File: config.mk
export PLATFORM = sky130hd
export DESIGN_NAME = pipe_sel_mux
export DESIGN_NICKNAME = d
export VERILOG_FILES = /design/src/rtl/pipe_pkg.sv /design/src/rtl/sel_mux_n.sv /design/src/rtl/pipe_sel_mux.sv
export SDC_FILE = /design/constraint.sdc
export NUM_CORES = 1
export LEC_CHECK = 0
export ABC_AREA = 1
export CORE_UTILIZATION = 35
export DETAILED_ROUTE_END_ITERATION = 10
export GPL_TIMING_DRIVEN = 1
export PLACE_DENSITY_LB_ADDON = 0.15
export SLEW_MARGIN = 25
export SYNTH_ARGS = -nofsm -noshare
export SYNTH_HDL_FRONTEND = slang
export SYNTH_SLANG_ARGS = --single-unit
File: constraint.sdc
create_clock -name clk -period 2.3 [get_ports clk]
set_clock_uncertainty 0.15 [all_clocks]
set_input_delay 0.46 -clock clk [delete_from_list [all_inputs] [get_ports clk]]
set_output_delay 0.46 -clock clk [all_outputs]
set_load 0.005 [all_outputs]
File: src/rtl/pipe_pkg.sv
// Shared constants and helpers for the pipelined select mux.
package pipe_pkg;

  localparam int MAX_NUM_IN = 16;

  // Select width for n inputs, never below one bit.
  function automatic int clog2_min1(input int n);
    return (n <= 2) ? 1 : $clog2(n);
  endfunction

endpackage

File: src/rtl/sel_mux_n.sv
// Combinational N-way index select; out-of-range indices yield zero and raise o_oor.
module sel_mux_n #(
  parameter int WIDTH  = 32,
  parameter int NUM_IN = 4,
  parameter int SEL_W  = 2
) (
  input  logic [NUM_IN*WIDTH-1:0] i_data,
  input  logic [SEL_W-1:0]        i_sel,
  output logic [WIDTH-1:0]        o_data,
  output logic                    o_oor
);

  always_comb begin
    o_data = '0;
    for (int k = 0; k < NUM_IN; k++)
      if (i_sel == SEL_W'(k)) o_data = i_data[k*WIDTH +: WIDTH];
  end

  // Extra bit keeps the compare meaningful when NUM_IN == 2**SEL_W.
  assign o_oor = ({1'b0, i_sel} >= (SEL_W+1)'(NUM_IN));

endmodule

File: src/rtl/pipe_sel_mux.sv
// Registered N:1 select with valid/ready handshake, head + skid storage, and flush.
module pipe_sel_mux
  import pipe_pkg::*;
#(
  parameter int WIDTH  = 32,
  parameter int NUM_IN = 4,
  parameter int SEL_W  = clog2_min1(NUM_IN)
) (
  input  logic                    clk,
  input  logic                    rst_n,
  input  logic [NUM_IN*WIDTH-1:0] in_data,
  input  logic [SEL_W-1:0]        in_sel,
  input  logic                    in_valid,
  output logic                    in_ready,
  input  logic                    flush,
  output logic [WIDTH-1:0]        out_data,
  output logic [SEL_W-1:0]        out_sel,
  output logic                    out_valid,
  input  logic                    out_ready,
  output logic                    sel_err
);

  typedef struct packed {
    logic [WIDTH-1:0] data;
    logic [SEL_W-1:0] sel;
  } entry_t;

  if (NUM_IN < 2 || NUM_IN > MAX_NUM_IN) begin : g_bad_num_in
    $error("pipe_sel_mux: NUM_IN out of range");
  end

  entry_t           r_head, r_skid;
  logic             r_head_vld, r_skid_vld, r_sel_err;
  logic [WIDTH-1:0] w_sel_data;
  logic             w_oor, w_acc, w_pop;
  entry_t           w_new;

  sel_mux_n #(.WIDTH(WIDTH), .NUM_IN(NUM_IN), .SEL_W(SEL_W)) u_mux (
    .i_data (in_data),
    .i_sel  (in_sel),
    .o_data (w_sel_data),
    .o_oor  (w_oor)
  );

  assign w_new = '{data: w_sel_data, sel: in_sel};
  assign w_acc = in_valid & ~r_skid_vld;
  assign w_pop = r_head_vld & out_ready;

  always_ff @(posedge clk or negedge rst_n) begin
    if (!rst_n) begin
      r_head     <= '0;
      r_skid     <= '0;
      r_head_vld <= 1'b0;
      r_skid_vld <= 1'b0;
      r_sel_err  <= 1'b0;
    end else begin
      r_sel_err <= w_acc & w_oor & ~flush;
      if (flush) begin
        r_head_vld <= 1'b0;
        r_skid_vld <= 1'b0;
      end else if (w_pop) begin
        // Skid drains first; w_acc is necessarily low whenever the skid is full.
        if (r_skid_vld) begin
          r_head     <= r_skid;
          r_skid_vld <= 1'b0;
        end else if (w_acc) begin
          r_head <= w_new;
        end else begin
          r_head_vld <= 1'b0;
        end
      end else if (w_acc) begin
        if (!r_head_vld) begin
          r_head     <= w_new;
          r_head_vld <= 1'b1;
        end else begin
          r_skid     <= w_new;
          r_skid_vld <= 1'b1;
        end
      end
    end
  end

  assign in_ready  = ~r_skid_vld;
  assign out_data  = r_head.data;
  assign out_sel   = r_head.sel;
  assign out_valid = r_head_vld;
  assign sel_err   = r_sel_err;

endmodule

; ---- Yosys cells after proc, flatten, opt, wreduce, memory -nomap -nowiden
; Index checks and enable logic that the tools add are counted.
[classes]
addsub = 0
mul = 0
div_mod_pow = 0
order_cmp = 0
eq_ne = 6
n_shift = 0
mux = 18
bitwise_logic = 5
n_reduce_logical = 9
[op_table]
columns = cell, n
row1 = $mux 34, 5
row2 = $mux 32, 4
row3 = $mux 1, 9
row4 = $reduce_and 4->1, 2
row5 = $ne 3x3->1 const B, 2
row6 = $reduce_bool 3->1, 2
row7 = $eq 2x2->1 const B, 2
row8 = $reduce_bool 2->1, 2
row9 = $not 1->1, 3
row10 = $reduce_and 3->1, 1
row11 = $and 1x1->1, 2
row12 = $eq 2x1->1 const B, 1
row13 = $logic_not 2->1, 1
row14 = $ne 2x1->1 const B, 1
row15 = $reduce_and 2->1, 1
[word_totals]
regBits = 70
latchBits = 0
mem_bits_rw = 0
mem_bits_ro = 0
output_inout_bits = 37
mem_count = 0

; ---- Longest topological paths before layout
[depth]
ltp_word = 8
depth_mapped = 9
depth_no_buf = 8

; ---- Cells and area by module
; A second synthesis with hierarchy kept.
[hier_totals]
hier_cells = 614
hier_area_um2 = 4281.6
[modules_own_cells]
columns = module, instances, cells_per_inst, area_each_um2, seq_area_each_um2
row1 = pipe_sel_mux, 1, 426, 3301.9, 1776.7
row2 = sel_mux_n, 1, 188, 979.7, 0.0

; ---- Least setup slack after synthesis
; Ideal clock, no wire load.
[synth_timing]
kind = input port to flip-flop
start = input port out_ready
end = register r_head (netlist bit out_data[22])
setup_ns = 0.117
arrival_time_ns = 1.285
slack_ns = 0.748
cell_stages = 8
path_buffers = 2
cell_sequence = nand2_1 inv_2 nand2_1 buf_2 buf_1 nand2_1 nand2_1 nand2_1
[synth_between]
elab_chain_cells = 3
[synth_lines]
columns = element, line_no
row1 = from (decl), pipe_sel_mux.sv:19  ; input logic out_ready,
row2 = $and 1x1->1 (*), pipe_sel_mux.sv:47  ; assign w_pop = r_head_vld & out_ready;
row3 = $ne 2x1->1 (no source line) / $reduce_bool 2->1 (equally long branches), n/a
row4 = $reduce_and 4->1 (no source line), n/a
row5 = to (signal assigned), pipe_sel_mux.sv:64  ; r_head <= r_skid;
row6 = to (signal assigned), pipe_sel_mux.sv:67  ; r_head <= w_new;
row7 = to (signal assigned), pipe_sel_mux.sv:73  ; r_head <= w_new;
row8 = to (decl), pipe_sel_mux.sv:32  ; entry_t r_head, r_skid;
; Mark *: on every way between the ends. The rest lies on a longest branch, timed or not.
; A chain may end at the register's enable or synchronous reset.

; ---- Worst setup path in the final report
[layout_timing]
start = register r_skid_vld
end = output port in_ready
[layout_between]
elab_chain_cells = 1
[layout_lines]
columns = element, line_no
row1 = from (decl), pipe_sel_mux.sv:33  ; logic r_head_vld, r_skid_vld, r_sel_err;
row2 = from (signal assigned), pipe_sel_mux.sv:54  ; r_skid_vld <= 1'b0;
row3 = from (signal assigned), pipe_sel_mux.sv:60  ; r_skid_vld <= 1'b0;
row4 = from (signal assigned), pipe_sel_mux.sv:65  ; r_skid_vld <= 1'b0;
row5 = $not 1->1, pipe_sel_mux.sv:83  ; assign in_ready = ~r_skid_vld;
row6 = to (decl), pipe_sel_mux.sv:14  ; output logic in_ready,
; No other way between the ends.

==> summary.md <==
| Metric | Value |
|---|---|
| Post-Synth XOR/XNOR Area | 0 |
| Worst hold path class | reg -> reg |
| CTS tree | built |
| Synthesized area | 4020 µm² |
| H-tree levels | 3 |
| Chip Width | 109 µm |
| Setup TNS | 0 ns |
| Initial antenna violation count | 0 |
| Clock transition at path regs | 0.05 ns |
| Final HPWL DP | 9170 µm |
| Netlist cell types | 18 |
| DR iter-0 viols | 159 |
| Crit. End Element | output pin |
| Clk sinks | 70 |
| Arrival time worst endpoint | 1.34 ns |
| Layout cells sized above 1 | 0.0526 |
| # setup viols final | 0 |
| Area grow syn2layout | 54.1% |
| Post-synthesis mux area share | 0 |
| Vias per cell | 4.92 |
| Max Root-Sink Buffers | 2 |
| Crit-path max FO | 3 |
| Vias in the first global route | 4062 |
| Nets | 890 |
| Initial Utilization | 0.365 |
| Critical path buffer and inverter count | 2 |
| Worst path cell trace | inv_2 > clkdlybuf4s50_1 |
| Period utilization | 0.846 |
| Register area share after synthesis | 0.436 |
| Largest net degree at the start of global routing | 39 |
| Synth warn | 0 |
| Leak pwr | 3.03 nW |
| Power Dens Cells | 680 nW/µm² |
| Residual DRC | 0 |
| Final Hold Viols | 0 |
| Diodes inserted | 0 |
| M1 wire length | 5480 µm |
| Crit start category | flop |
| Final Critical Period | 1.95 ns |
| Port Buf Inserts | 170 |
| GRT Overall Usage | 0.218 |
| Pwr Total | 4.22 mW |
| Wire per inst | 14.3 µm |
| IO Count | 172 |
| Post-Synth Simple-Gate Area | 0.422 |
| Fill cells | 1074 |
| Syn Area/Cell | 6.71 µm² |
| Post-synthesis adder-cell area fraction | 0 |
| Overall die height | 109 µm |
| #FFs+latches synth | 70 |
| Total gr overflow | 0 |
| Crit-path slowest cell | clkdlybuf4s50_1 |
| RSZ-0062 raised after global routing | false |
| Setup Crit Path Kind | reg -> out |
| Max VDD drop | 281 µV |
| Worst-Skew Late Latency | 0.33 ns |
| Slew @ Worst Pin | 0.509 ns |
| Data required, critical path | 1.69 ns |
| Metal2 WL | 6040 µm |
| Via count | 4424 |
| Max_cap viols | 0 |
| Syn nets | 734 |
| Post-cts sizing count | 0 |
| Combinational family with the most area after synthesis | simple AND/OR/NAND/NOR gates |
| Final core occ | 0.562 |
| Die footprint | 11900 µm² |
| Clk root buf | clkbuf_16 |
| Routed Antenna Nets | 0 |
| Drt total wl | 12800 µm |
| Outcome | completed |
| Core area | 11000 µm² |
| GPL Wtd Cong | 0.780 |
| Rel. slew slack | 0.660 |
| Rows | 38 |
| CTS buffer count | 9 |
| CP peak stage delay | 0.51 ns |
| Met3 wire length | 1190 µm |
| Mapped Cells | 599 |
| Peak Freq | 0.514 GHz |
| First drt pass iteration count | 4 |
| Max Slew Vio Count | 0 |
| Compound-Gate Fraction of Synth Area | 0.0877 |
| First-pass GRT wire length | 19600 µm |
| DR top layer | met4 |
| Top Family by Delay on Critical Path | buffers and inverters |
## cells in the mapped netlist
cell,number,area [µm²]
buf_4,2,15.0
buf_1,4,15.0
clkbuf_1,19,71.3
nand2_1,241,905
a21oi_1,3,15.0
o21ai_1,42,210
buf_2,17,85.1
nand2_2,1,6.26
or2_0,32,200
inv_2,5,18.8
dfrtp_1,70,1750
conb_1,1,3.75
o21ai_0,24,120
nor2_2,1,6.26
nand3_1,64,320
o31ai_1,1,7.51
nor2_1,69,259
inv_1,3,11.3
## layer usage
layer,vias up,track usage
met5,-,0
met4,0,0.0714
met3,8,0.0646
met2,178,0.378
met1,2025,0.255
li1,2213,-
## worst register-to-register path, cell delays in order (launching register included)
cell and delay [ns]:
dfrtp_1 0.40, nand2_1 0.09, inv_2 0.05, nand2_2 0.08, buf_4 0.31, nor2_1 0.09
nor2_1 0.11, nand2_1 0.08, nand2_1 0.06
## path summary, 6_finish.rpt
path                                          start  cells past startpoint  slack, ns                        to
setup / recovery             r_skid_vld$_DFFE_PN0P_                      2       0.35                  in_ready
min in group asynchronous                     rst_n                      2       0.49  out_data[14]$_DFFE_PN0P_
hold reg to reg            out_data[22]$_DFFE_PN0P_                      2       0.32  out_data[22]$_DFFE_PN0P_
setup reg to reg              out_valid$_DFFE_PN0P_                      8       0.82   out_data[5]$_DFFE_PN0P_
max in group asynchronous                     rst_n                      3       0.91    out_sel[0]$_DFFE_PN0P_
hold / removal             out_data[22]$_DFFE_PN0P_                      2       0.32  out_data[22]$_DFFE_PN0P_
## state kept, by name, summed over array words and instances, names as in the netlist
| register | cells |
|---|---|
| out_data | 32 |
| out_valid | 1 |
| out_sel | 2 |
| r_skid_vld | 1 |
| r_skid | 34 |
## repair_timing
action,CTS,global route
setup endpoints to repair,0,0
hold buffers,1,0
hold endpoints to repair,36,0
setup buffers,0,0
## cell usage in the layout (no fill, tap or decap)
| cell type | instances |
|---|---|
| clkbuf_8 | 3 |
| clkbuf_16 | 9 |
| buf_12 | 6 |
| nand2_1 | 238 |
| inv_2 | 5 |
| clkdlybuf4s50_1 | 168 |
| inv_1 | 3 |
| nand2_2 | 4 |
| dfrtp_1 | 70 |
| nor2_2 | 1 |
| o21ai_1 | 42 |
| or2_0 | 32 |
| conb_1 | 1 |
| nor2_1 | 69 |
| clkbuf_1 | 4 |
| a21oi_1 | 3 |
| o21ai_0 | 24 |
| dlygate4sd3_1 | 1 |
| o31ai_1 | 1 |
| nand3_1 | 64 |
| buf_2 | 1 |
| buf_4 | 11 |
## power breakdown
part	leakage, nW	internal (mW)	switching [mW]
clock network	0.137	0.820	0.485
logic	2.00	0.691	0.492
registers	0.888	1.55	0.180
total	3.03	3.06	1.16
## stage by stage
step,setup WS [ns],area [µm²],hold slack (ns),instances
final,0.354,6200,0.324,900
after global routing,0.234,6200,0.352,900
after CTS,0.349,6200,0.331,900
after detailed placement,0.0126,5910,0.315,883
after global placement,0.0560,5910,0.309,883
after floorplan,0.748,4020,0.0144,599
## kinds of logic (layout without fill, tap and decap cells)
kind of cell / Yosys count / count (layout)
flip-flops: 70 / 70
AO/OA/AOI/OAI: 70 / 70
buffers and inverters: 50 / 211
other: 1 / 1
AND/OR/NAND/NOR: 408 / 408
## layout make-up
class | count | area [µm²] | share of cell area
inverters | 8 | 30.0 | 0.00484
repair buffers | 187 | 1900 | 0.306
clock buffers | 16 | 282 | 0.0454
multi-input cells | 479 | 2060 | 0.332
flip-flops and latches | 70 | 1750 | 0.283
well taps | 140 | 175 | 0.0283
Power figures use the tool's default switching activity.
